### src/rtl/gate_test_pkg.sv
// gate_test_pkg
// Shared definitions for the gate truth-table checker:
//   - state_e      : checker sequencing states (IDLE, SETTLE, DONE)
//   - NUM_VECTORS  : number of input vectors for a 2-input gate
//   - TT_*         : expected-output tables for common gates, indexed by {A,B}
//                    (bit0 = 00, bit1 = 01, bit2 = 10, bit3 = 11)
package gate_test_pkg;

  localparam int NUM_VECTORS = 4;

  localparam logic [3:0] TT_AND  = 4'b1000;
  localparam logic [3:0] TT_OR   = 4'b1110;
  localparam logic [3:0] TT_XOR  = 4'b0110;
  localparam logic [3:0] TT_XNOR = 4'b1001;
  localparam logic [3:0] TT_NAND = 4'b0111;
  localparam logic [3:0] TT_NOR  = 4'b0001;

  typedef enum logic [1:0] {
    IDLE   = 2'd0,
    SETTLE = 2'd1,
    DONE   = 2'd2
  } state_e;

endpackage

### src/rtl/gate_truth_checker_settle_timer.sv
// settle_timer
// Counts the clock edges a stimulus vector has been held. expire is high
// during the cycle whose closing edge is the SETTLE_CYCLES-th edge since the
// last clear/expire, i.e. the edge on which the output should be sampled.
// Ports:
//   clk    in  rising-edge clock
//   rst    in  asynchronous active-high reset
//   clear  in  force the count back to zero (takes priority over run)
//   run    in  count while high
//   expire out settle period complete on the coming edge
module settle_timer
  import gate_test_pkg::*;
#(
  parameter int SETTLE_CYCLES = 4
) (
  input  logic clk,
  input  logic rst,
  input  logic clear,
  input  logic run,
  output logic expire
);

  if (SETTLE_CYCLES < 1) begin : g_bad_settle
    $error("settle_timer: SETTLE_CYCLES must be >= 1");
  end

  localparam int              CW   = $clog2(SETTLE_CYCLES + 1);
  localparam logic [CW-1:0]   LAST = CW'(SETTLE_CYCLES - 1);

  logic [CW-1:0] cnt_q, cnt_d;

  assign expire = run && (cnt_q == LAST);

  always_comb begin
    cnt_d = cnt_q;
    if (clear) begin
      cnt_d = '0;
    end else if (run) begin
      cnt_d = expire ? '0 : cnt_q + CW'(1);
    end
  end

  always_ff @(posedge clk or posedge rst) begin
    if (rst) cnt_q <= '0;
    else     cnt_q <= cnt_d;
  end

endmodule

### config.mk
export PLATFORM = sky130hd
export DESIGN_NAME = settle_timer
export DESIGN_NICKNAME = d
export VERILOG_FILES = /design/src/rtl/gate_test_pkg.sv /design/src/rtl/gate_truth_checker_settle_timer.sv
export SDC_FILE = /design/constraint.sdc
export NUM_CORES = 1
export LEC_CHECK = 0
export CAP_MARGIN = 20
export CORE_AREA = 5 5 42 44
export DETAILED_ROUTE_END_ITERATION = 16
export DIE_AREA = 0 0 47 49
export PLACE_DENSITY = 0.38
export RECOVER_POWER = 50
export SYNTH_ARGS = -nofsm -noshare
export SYNTH_HDL_FRONTEND = slang
export SYNTH_SLANG_ARGS = --single-unit
### constraint.sdc
create_clock -name clk -period 1.1 [get_ports clk]
set_input_delay 0.275 -clock clk [delete_from_list [all_inputs] [get_ports clk]]
set_output_delay 0.275 -clock clk [all_outputs]
set_load 0.1 [all_outputs]
==> impl_results.md <==
* Final WS setup at -299 ps
* DRC at 0
* Crit Path Class: reg2out
* Top Registers: cnt_q: 3 flops
* Layout cells sized above 1 at a little under three fifths
* Post-layout net count at 33
* M1 WL at ~160 µm
* Syn_nets at 20
* Core footprint at ~1400 µm²
* Worst EP arrival at 1120 ps
* Top post-synthesis cells by area: dfrtp_1 (50%), nand2b_1 (13%), ha_1 (8.4%), a21oi_1 (6.7%), and3b_1 (5.9%)
* Slew HR at between 90% and 100%
* Post-DP HPWL at ~250 µm
* Initial antenna violation count at 0
* Final WL at 349 µm
* Final period util at 127%
* TritonCTS buffer count at 3
* Row count at 14
* Final setup fails at 1
* Async set-reset flop share out of synthesis at 100%
* RD Place Congestion at around 0.55
* CP required at 820 ps
* CTS tree: done
* Design Area, Final at slightly above 300 µm²
* Root Buffer: clkbuf_4
* Compound-gate portion of the synthesized area at roughly 6.7%
* Yosys warns at 0
* Routed wl met2 at between 150 and 200 µm
* PortBufs at 4
* Seq/Total Area, Yosys at 50.4%
* GRT Overall Usage at under 10%
* Mux contribution to synthesized area at 0%
* CTS sink cnt at 3
* Clock Tree Buf Depth at 2
* Syn-to-layout area delta at 106%
* Initial DRT Pass Iterations at 1
* Synthesized flop and latch total at 3
* Actual slew at the worst max-slew pin at about 150 ps
* Met3 WL at around 36 µm
* Syn Std Cell Area at between 100 and 150 µm²
* Shortest period the worst path allows at about 1400 ps
* Placed Area at about 240 µm²
* Slew Viols, Final at 0
* Clk_lat worst skew at about 230 ps
* Area leader, netlist: dfrtp_1
* Antenna cells at 0
* Post-CTS Hold Fix Bufs at 0
* Post-DR wirelength/cell at 8.12 µm
* Starting Density at a little over a tenth
* Total power at around 360 µW
* PwrDens at 1180 nW/µm²
* Total die area at roughly 2300 µm²
* Die Y-Extent at slightly below 50 µm
* Worst-path clk slew at about 40 ps
* Status: finished, violations left
* Initial DRC count at 0
* Hold WC Path Type: in2async
* First-pass GRT wire length at between 500 and 600 µm
* Worst VDD drop at approximately 350 µV
* Largest net degree at the start of global routing at 5
* H-tree levels at 1
* Via density at approximately 3.4
* Hold_ws at ~350 ps
* Adder-cell share of the synthesized area at between 8 and 9%
* Avg Inst Size Synth at 9.93 µm²
* LEAKAGE at roughly 0.14 nW
* RSZ-0062 raised after global routing: true
* Vias at about 150
* CP Max Fanout at 2
* Clock Skew at ~0.42 ps
* Reg with most FFs: cnt_q
* Final Hold Vio Count at 0
* XOR/XNOR Fraction of Synth Area at 0%
* Max-Cap Viols at 0
* Number of synthesized flops with an enable pin at 0
* Max reg flops at 3
* Violated checks: negative setup slack
* Die X at between 40 and 50 µm
* CP Capture Type: output pin
* Peak Freq at roughly 700 MHz
* I/O pins at 5
* Max Used Layer: met3
* Register-to-register setup slack at around 30 ps
* Count of cell types in the netlist at 10
* Simple-Gate Fraction of Synth Area at approximately a third
* Post-Syn Instances at 15
* Primary FF master, synth: dfrtp_1
* Synth top cells by count: dfrtp_1 (3), nand2b_1 (3), a21oi_1 (2)
* Startpoint types: flop
* Vias in the first global route at between 100 and 150
* Final ANT Viol Nets at 0
* Total grt overflow at 0
* Main combinational cell family by area after synthesis: simple AND/OR/NAND/NOR gates
* Area share of the largest cell type after synthesis at about half
==> metal layers <==
layer  GRT usage [%]  vias up
met1            4.20       68
met5               0        -
li1                -       73
met4            2.76        0
met2            3.39        5
met3            2.58        0
==> where the power goes <==
part,internal [mW],switching (mW),total (mW)
combinational,0.0299,0.0226,0.0525
clock,0.136,0.0535,0.189
sequential,0.116,0.00353,0.120
total,0.282,0.0796,0.361
==> worst max-delay path: stages, from the launching register on <==
cell	delay (ps)
dfrtp_1	350
ha_2	190
nand2_2	70
nor2_4	100
buf_12	180
==> cell families (layout without fill, tap and decap cells) <==
kind of cell | Yosys count | in the layout
fa+ha+maj | 1 | 1
simple gates | 8 | 8
buf+inv | 1 | 13
flops | 3 | 3
compound gates | 2 | 2
==> layout make-up <==
class / count / area (µm²)
fillers: 164 / 1090
repair buffers: 8 / 78.8
multi-input cells: 11 / 103
flip-flops and latches: 3 / 75.1
clock buffers: 4 / 26.3
well taps: 16 / 20.0
inverters: 1 / 3.75
==> through the flow <==
step | utilization [%] | std cells | setup TNS, ps | setup WS [ps]
4_1_cts | 19.9 | 42 | -315 | -315
3_5_place_dp | 17.2 | 37 | -628 | -329
6_report | 21.9 | 43 | -299 | -299
5_1_grt | 21.9 | 43 | -383 | -369
2_1_floorplan | - | 15 | -235 | -235
3_3_place_gp | 17.2 | 37 | -606 | -329
==> placed cells by master, fill, tap and decap left out <==
cell             count
a21oi_2              2
nand2b_1             2
nand3_2              1
dlygate4sd2_1        1
ha_2                 1
dfrtp_1              3
clkbuf_1             1
nor2_4               1
nand2b_4             1
and3b_1              1
buf_4                4
nand3b_1             1
buf_12               1
dlygate4sd3_1        1
clkbuf_4             3
clkdlybuf4s50_1      1
nand2_2              1
inv_1                1
==> path summary, 6_finish.rpt <==
| check | startpoint | endpoint | cells after the start |
|---|---|---|---|
| min reg2reg | cnt_q[1] | cnt_q[1] | 2 |
| min in group clk | cnt_q[1] | cnt_q[1] | 2 |
| max in group asynchronous | rst | cnt_q[2] | 2 |
| min | rst | cnt_q[1] | 2 |
| max reg2reg | cnt_q[0] | cnt_q[0] | 5 |
| max | cnt_q[0] | expire | 4 |
==> repair_timing <==
item / in CTS / in global routing
pin swaps: 1 / 3
buffers inserted: 1 / 2
endpoints found under the setup margin: 1 / 3
gates resized for setup: 3 / 4
Power figures use the tool's default switching activity.
